### config.mk
export PLATFORM = sky130hd
export DESIGN_NAME = bp_stream_mmio_responder
export DESIGN_NICKNAME = d
export VERILOG_FILES = /design/src/rtl/bp_nbf_pkg.sv /design/src/rtl/bp_nbf_piso.sv /design/src/rtl/bp_stream_mmio_responder.sv
export SDC_FILE = /design/constraint.sdc
export NUM_CORES = 1
export LEC_CHECK = 0
export ABC_AREA = 1
export ABC_CLOCK_PERIOD_IN_PS = 4450
export BUFFER_PORTS_ARGS = -buffer_cell sky130_fd_sc_hd__buf_2
export CAP_MARGIN = 20
export CORE_ASPECT_RATIO = 1.4
export CORE_MARGIN = 2
export CORE_UTILIZATION = 55
export DETAILED_ROUTE_END_ITERATION = 12
export GPL_ROUTABILITY_DRIVEN = 0
export PLACE_DENSITY = 0.78
export SKIP_LAST_GASP = 1
export SYNTH_ARGS = -nofsm -noshare
export SYNTH_HDL_FRONTEND = slang
export SYNTH_HIERARCHICAL = 1
export SYNTH_SLANG_ARGS = --single-unit
export TNS_END_PERCENT = 100
### constraint.sdc
create_clock -name clk_i -period 4.45 [get_ports clk_i]
set_input_delay 0.445 -clock clk_i [delete_from_list [all_inputs] [get_ports clk_i]]
set_output_delay 0.445 -clock clk_i [all_outputs]
set_load 0.05 [all_outputs]
### src/rtl/bp_nbf_pkg.sv
// Shared NBF packet definitions plus the default-config BedRock header used by the host-stream blocks.
// Also used by the NBF stream loader.
package bp_nbf_pkg;

  localparam int unsigned paddr_width_gp           = 40;
  localparam int unsigned dword_width_gp           = 64;
  localparam int unsigned bedrock_data_width_gp    = 64;
  localparam int unsigned bedrock_payload_width_gp = 16;

  localparam logic [7:0] nbf_op_write4_gc = 8'h02;
  localparam logic [7:0] nbf_op_write8_gc = 8'h03;
  localparam logic [7:0] nbf_op_fence_gc  = 8'hFE;
  localparam logic [7:0] nbf_op_finish_gc = 8'hFF;

  typedef enum logic [3:0] {
    e_bedrock_mem_rd    = 4'd0,
    e_bedrock_mem_wr    = 4'd1,
    e_bedrock_mem_uc_rd = 4'd2,
    e_bedrock_mem_uc_wr = 4'd3,
    e_bedrock_mem_pre   = 4'd4,
    e_bedrock_mem_amo   = 4'd5
  } bp_bedrock_mem_type_e;

  typedef enum logic [2:0] {
    e_bedrock_msg_size_1   = 3'd0,
    e_bedrock_msg_size_2   = 3'd1,
    e_bedrock_msg_size_4   = 3'd2,
    e_bedrock_msg_size_8   = 3'd3,
    e_bedrock_msg_size_16  = 3'd4,
    e_bedrock_msg_size_32  = 3'd5,
    e_bedrock_msg_size_64  = 3'd6,
    e_bedrock_msg_size_128 = 3'd7
  } bp_bedrock_msg_size_e;

  typedef struct packed {
    logic [bedrock_payload_width_gp-1:0] payload;
    logic [paddr_width_gp-1:0]           addr;
    bp_bedrock_msg_size_e                size;
    bp_bedrock_mem_type_e                msg_type;
  } bp_bedrock_mem_header_s;

  // Opcode sits in the MSBs so the first flit on the wire carries data LSBs
  typedef struct packed {
    logic [7:0]                opcode;
    logic [paddr_width_gp-1:0] addr;
    logic [dword_width_gp-1:0] data;
  } bp_nbf_s;

  typedef enum logic [2:0] {
    e_ready,
    e_data,
    e_stream,
    e_resp_header,
    e_resp_data
  } bp_stream_mmio_state_e;

  function automatic int unsigned nbf_num_flits(input int unsigned opcode_width,
                                                input int unsigned addr_width,
                                                input int unsigned data_width,
                                                input int unsigned flit_width);
    return (opcode_width + addr_width + data_width + flit_width - 1) / flit_width;
  endfunction

endpackage

### src/rtl/bp_nbf_piso.sv
// Parallel-in serial-out of one NBF packet, least-significant flit first.
module bp_nbf_piso #(
  parameter int unsigned flit_width_p = 32,
  parameter int unsigned num_flits_p  = 4
) (
  input  logic                                clk,
  input  logic                                rst,
  input  logic [flit_width_p*num_flits_p-1:0] packet,
  input  logic                                packet_v,
  output logic                                packet_ready,
  output logic [flit_width_p-1:0]             flit,
  output logic                                flit_v,
  input  logic                                flit_ready,
  output logic                                done_c
);

  localparam int unsigned idx_width_lp = (num_flits_p > 1) ? $clog2(num_flits_p) : 1;
  localparam logic [idx_width_lp-1:0] last_idx_lp = idx_width_lp'(num_flits_p - 1);

  logic [flit_width_p*num_flits_p-1:0] packet_r;
  logic [idx_width_lp-1:0]             idx;
  logic                                full;

  always_ff @(posedge clk or posedge rst) begin
    if (rst) begin
      packet_r <= '0;
      idx      <= '0;
      full     <= 1'b0;
    end else if (packet_v && !full) begin
      packet_r <= packet;
      idx      <= '0;
      full     <= 1'b1;
    end else if (full && flit_ready) begin
      if (idx == last_idx_lp) begin
        idx  <= '0;
        full <= 1'b0;
      end else begin
        idx <= idx + idx_width_lp'(1);
      end
    end
  end

  assign packet_ready = ~full;
  assign flit_v       = full;
  assign flit         = packet_r[idx*flit_width_p +: flit_width_p];
  assign done_c       = full & flit_ready & (idx == last_idx_lp);

endmodule

### src/rtl/bp_stream_mmio_responder.sv
// Terminates host-window IO commands; uncached writes leave as NBF flits, then the IO response returns.
// Optional BP_STREAM_MMIO_RD_EN: reads return a count of completed writes instead of zero.
module bp_stream_mmio_responder
  import bp_nbf_pkg::*;
#(
  parameter int unsigned stream_data_width_p = 32,
  parameter int unsigned nbf_opcode_width_p  = 8,
  parameter int unsigned nbf_addr_width_p    = paddr_width_gp,
  parameter int unsigned nbf_data_width_p    = dword_width_gp
) (
  input  logic                             clk_i,
  input  logic                             reset_i,
  input  bp_bedrock_mem_header_s           io_cmd_header_i,
  input  logic                             io_cmd_header_v_i,
  output logic                             io_cmd_header_ready_and_o,
  input  logic                             io_cmd_has_data_i,
  input  logic [bedrock_data_width_gp-1:0] io_cmd_data_i,
  input  logic                             io_cmd_data_v_i,
  output logic                             io_cmd_data_ready_and_o,
  input  logic                             io_cmd_last_i,
  output bp_bedrock_mem_header_s           io_resp_header_o,
  output logic                             io_resp_header_v_o,
  input  logic                             io_resp_header_ready_and_i,
  output logic                             io_resp_has_data_o,
  output logic [bedrock_data_width_gp-1:0] io_resp_data_o,
  output logic                             io_resp_data_v_o,
  input  logic                             io_resp_data_ready_and_i,
  output logic                             io_resp_last_o,
  output logic [stream_data_width_p-1:0]   stream_data_o,
  output logic                             stream_v_o,
  input  logic                             stream_ready_i,
  output logic                             busy_o
);

  localparam int unsigned nbf_num_flits_lp =
    nbf_num_flits(nbf_opcode_width_p, nbf_addr_width_p, nbf_data_width_p, stream_data_width_p);
  localparam int unsigned packet_width_lp = nbf_num_flits_lp * stream_data_width_p;

  bp_stream_mmio_state_e            state;
  bp_bedrock_mem_header_s           header_r;
  logic [bedrock_data_width_gp-1:0] data_r;
  logic                             first_beat;
  logic                             is_wr, is_size4;
  logic [bedrock_data_width_gp-1:0] beat;
  logic [nbf_opcode_width_p-1:0]    nbf_opcode;
  logic [nbf_data_width_p-1:0]      nbf_data;
  logic [packet_width_lp-1:0]       packet;
  logic                             piso_load_v, piso_load_ready, piso_done;
  logic                             unused;

  assign unused = io_cmd_has_data_i;

  assign is_wr    = (header_r.msg_type == e_bedrock_mem_uc_wr);
  assign is_size4 = (header_r.size == e_bedrock_msg_size_4);

  // Single-beat commands feed the packet straight from the bus; later beats are dropped
  assign beat       = first_beat ? io_cmd_data_i : data_r;
  assign nbf_opcode = is_size4 ? nbf_opcode_width_p'(nbf_op_write4_gc)
                               : nbf_opcode_width_p'(nbf_op_write8_gc);
  assign nbf_data   = is_size4 ? nbf_data_width_p'(beat[31:0]) : nbf_data_width_p'(beat);
  assign packet     = packet_width_lp'({nbf_opcode, nbf_addr_width_p'(header_r.addr), nbf_data});

  assign piso_load_v = (state == e_data) & io_cmd_data_v_i & io_cmd_last_i;

  always_ff @(posedge clk_i or posedge reset_i) begin
    if (reset_i) begin
      state      <= e_ready;
      header_r   <= '0;
      data_r     <= '0;
      first_beat <= 1'b0;
    end else begin
      case (state)
        e_ready:
          if (io_cmd_header_v_i) begin
            header_r   <= io_cmd_header_i;
            first_beat <= 1'b1;
            state      <= (io_cmd_header_i.msg_type == e_bedrock_mem_uc_wr) ? e_data : e_resp_header;
          end
        e_data:
          if (io_cmd_data_v_i && piso_load_ready) begin
            first_beat <= 1'b0;
            if (first_beat) data_r <= io_cmd_data_i;
            if (io_cmd_last_i) state <= e_stream;
          end
        e_stream:
          if (piso_done) state <= e_resp_header;
        e_resp_header:
          if (io_resp_header_ready_and_i) state <= is_wr ? e_ready : e_resp_data;
        e_resp_data:
          if (io_resp_data_ready_and_i) state <= e_ready;
        default:
          state <= e_ready;
      endcase
    end
  end

  bp_nbf_piso #(
    .flit_width_p(stream_data_width_p),
    .num_flits_p (nbf_num_flits_lp)
  ) piso (
    .clk         (clk_i),
    .rst         (reset_i),
    .packet      (packet),
    .packet_v    (piso_load_v),
    .packet_ready(piso_load_ready),
    .flit        (stream_data_o),
    .flit_v      (stream_v_o),
    .flit_ready  (stream_ready_i),
    .done_c      (piso_done)
  );

  // Handshake outputs depend only on registered state; reset forces them low immediately
  assign io_cmd_header_ready_and_o = ~reset_i & (state == e_ready);
  assign io_cmd_data_ready_and_o   = ~reset_i & (state == e_data) & piso_load_ready;
  assign io_resp_header_v_o        = ~reset_i & (state == e_resp_header);
  assign io_resp_data_v_o          = ~reset_i & (state == e_resp_data);
  assign io_resp_header_o          = header_r;
  assign io_resp_has_data_o        = ~is_wr;
  assign io_resp_last_o            = 1'b1;
  assign busy_o                    = (state != e_ready);

`ifdef BP_STREAM_MMIO_RD_EN
  logic [31:0] wr_count;

  always_ff @(posedge clk_i or posedge reset_i) begin
    if (reset_i) wr_count <= '0;
    else if ((state == e_resp_header) && io_resp_header_ready_and_i && is_wr)
      wr_count <= wr_count + 32'd1;
  end

  assign io_resp_data_o = bedrock_data_width_gp'(wr_count);
`else
  assign io_resp_data_o = '0;
`endif

endmodule

==> metrics.yaml <==
outcome: "finished, final reports clean"
clock_sinks: 262
power.share.combinational_pct: 49.2
place_ws_ps: 2000
post_cts_buffers: 0
ff_latch_area_sq_um: 6560
core_box_area_sq_um: 23700
synth_seq_area_share_pct: 49.8
drc_violations_left: 0
critical_path.max_fanout: 32
post_cts_clock_slew_at_the_launch_and_capture_registers_of_the_worst_setup_and_hold_paths_ps: 70
syn2layout_area_growth_pct: 14.8
timing.max_slew.rel_slack_pct: 31.1
die-area_sq_um: 25200
die_x_um: 135
gr_util_all_layers_pct: 26.8
crit_type: "flip-flop to output port"
setup_tns_ps: 0
rr_endpoint: "piso/flit_v"
post_cts.resized_instances: 0
placement_rows: 67
first_global_vias: 10600
area_used_by_multi_input_combinational_logic_sq_um: 5200
timing.critical_path.required_ps: 4010
worst_hold_path_cells: 3
seq_power_share_pct: 32.2
cts_inserted_buffers: 25
clockPowerShare_pct: 18.6
timing.clock.skew_ps: 8.14
worst-endpoint-arrival_ps: 2490
mappedNetlistArea_sq_um: 13200
synth_area_per_cell_sq_um: 7.63
final_hold_viol_count: 0
power.switching_mw: 6.14
timing.final.ws_setup_ps: 1520
wl_per_cell_um: 14.9
pd_cells_nw_per_um2: 816
worstSetupEndpointType: "output port"
timing.final.setup_violations: 0
power.ir.vdd_worst_uv: 589
p_sw_share_pct: 49.8
yosysUniqueCellTypes: 25
min_period_ps: 2930
layout-drive-gt1-share_pct: 16.1
yosys_warnings: 6
wirelength_mm: 33.4
clock.fmax_ghz: 0.341
rrSetupSlack_ps: 2000
timing.hold.worst.start: "io_cmd_header_i[9]"
final.period_utilization_pct: 65.9
ctsHtreeMaxLevel: 1
layout.nets: 2053
unrepaired_setup_endpoints_after_global_routing: "false"
static-leakage-power_nw: 8.82
final_max_slew_viol_count: 0
drv_cap: 0
num_antenna_cells: 0
overflow: 0
hold-path-endpoint: "io_resp_header_o[9]"
worstMarginPinSlew_ps: 1030
timing.rr.start: "state[2]"
top_ports: 303
grt_first_pass_wirelength_mm: 54.1
synth_seq_cells: 262
r2r_cells: 7
grt_start_max_net_pins: 130
drt-pass1-iter-count: 6
cp-start-kind: "flip-flop"
vias_per_cell: 5.05
root_driver: "sky130_fd_sc_hd__clkbuf_16"
initial_core_util_pct: 55.5
place.port_buffers: 236
place.detailed.hpwl_mm: 22.8
clock_insertion_delay_worst_skew_ps: 530
final_antenna_net_count: 0
nFillCells: 2136
ctsLongestPathBuffers: 3
postSynthCellCount: 1724
number_of_buffers_inserted_for_hold_repair_after_clock_tree_synthesis: 0
antenna_violations_before_repair: 0
cts_tree: "built"
overall_die_height_um: 187
dr_total_vias: 11300
p_int_mw: 6.18
min-delay-path-class: "input port to flip-flop"
detailedRoute.firstIterationViolations: 818
-- critical path, cell delays in order (launching register included) --
cell and delay [ps]:
sky130_fd_sc_hd__dfrtp_1 370, sky130_fd_sc_hd__inv_1 750, sky130_fd_sc_hd__nand3_1 400, sky130_fd_sc_hd__nand2_1 160, sky130_fd_sc_hd__buf_2 270
-- power groups by stage --
| stage | registers, mW | logic [mW] | clock network (mW) |
|---|---|---|---|
| after floorplan | 4.76 | 3.80 | 0 |
| after global placement | 4.05 | 5.82 | 0 |
| after detailed placement | 4.08 | 5.93 | 0 |
| after CTS | 4.05 | 5.95 | 2.32 |
| after global routing | 4.10 | 6.61 | 2.42 |
| final | 3.97 | 6.06 | 2.29 |
-- per-layer routing --
metal,track usage [%],vias to the layer above,part of all wire (%)
met5,0,-,0
met3,3.25,69,6.5
met1,35.2,5249,40
met2,44.6,455,49
met4,12.1,0,4.8
li1,-,5569,-
-- cells by family (layout without fill, tap and decap cells) --
kind of cell | Yosys count | after routing | share of synthesized area, %
muxes | 32 | 32 | 2.43
DFF | 262 | 262 | 49.8
and+or+nand+nor | 970 | 970 | 30.4
AOI/OAI and AO/OA | 103 | 103 | 3.93
adders and majority gates | 1 | 1 | 0.0951
buffers and inverters | 354 | 478 | 13.3
other | 2 | 88 | 0.0571
-- registers in the layout, summed over array words and instances, names as in the netlist --
signal and cells:
data_r 64, piso/packet_r 128, io_resp_header_o 63, first_beat 1, piso/flit_v 1, piso/idx 2
state 3
-- synth_stat cells (all sizes together) --
| library cell | instances | area share [%] |
|---|---|---|
| nand3 | 259 | 9.8 |
| or2 | 1 | 0.048 |
| o21ai | 66 | 2.5 |
| nand4 | 2 | 0.095 |
| a21oi | 36 | 1.4 |
| inv | 177 | 5.0 |
| clkbuf | 37 | 1.1 |
| dfrtp | 262 | 50 |
| and3b | 1 | 0.067 |
| conb | 2 | 0.057 |
| nand2 | 624 | 18 |
| buf | 140 | 7.1 |
| a31oi | 1 | 0.048 |
| nand3b | 2 | 0.11 |
| nor3 | 2 | 0.16 |
| ha | 1 | 0.095 |
| nor2 | 79 | 2.3 |
| mux2i | 32 | 2.4 |
-- per-stage QoR --
| step | power [mW] | utilization [%] | instances | instance area, sq um | hold WS, ps |
|---|---|---|---|---|---|
| floorplan | 8.56 | - | 1810 | 13500 | 442 |
| global placement | 9.87 | 59.5 | 2195 | 14100 | 451 |
| detailed placement | 10.0 | 59.6 | 2196 | 14100 | 456 |
| CTS | 12.3 | 63.4 | 2241 | 15000 | 130 |
| global route | 13.1 | 63.7 | 2244 | 15100 | 140 |
| finish | 12.3 | 63.7 | 2244 | 15100 | 139 |
-- layout by cell type, fill, tap and decap left out, types with 6 or more instances in the layout --
cell type and n:
sky130_fd_sc_hd__conb_1 88, sky130_fd_sc_hd__mux2i_1 32, sky130_fd_sc_hd__buf_2 236, sky130_fd_sc_hd__nor2_1 78
sky130_fd_sc_hd__a21oi_1 36, sky130_fd_sc_hd__o21ai_0 66, sky130_fd_sc_hd__buf_4 16, sky130_fd_sc_hd__clkbuf_16 25
sky130_fd_sc_hd__nand3_1 259, sky130_fd_sc_hd__inv_1 173, sky130_fd_sc_hd__clkinvlp_4 6, sky130_fd_sc_hd__nand2_1 622
sky130_fd_sc_hd__dfrtp_1 260
-- worst max path at each step --
stage,end,depth (start not counted),from,slack (ps)
after CTS,stream_data_o[23],5,piso/idx[0],1490
final,stream_data_o[23],4,piso/idx[1],1520
after floorplan,piso/flit_v,1,reset_i,510
after detailed placement,piso/flit_v,7,state[2],2000
after global routing,stream_data_o[23],4,piso/idx[1],1420
after global placement,io_resp_header_o[5],5,state[0],1880
-- cell type report --
| type | instances | area share (%) |
|---|---|---|
| sequential | 262 | 43.4 |
| timing repair buffer | 256 | 9.24 |
| clock buffer | 32 | 4.65 |
| multi-input combinational | 1194 | 34.4 |
| tap | 310 | 2.57 |
| clock inverter | 13 | 1.23 |
| inverter | 177 | 4.45 |
Note: power is estimated with default switching activity, not from simulation.
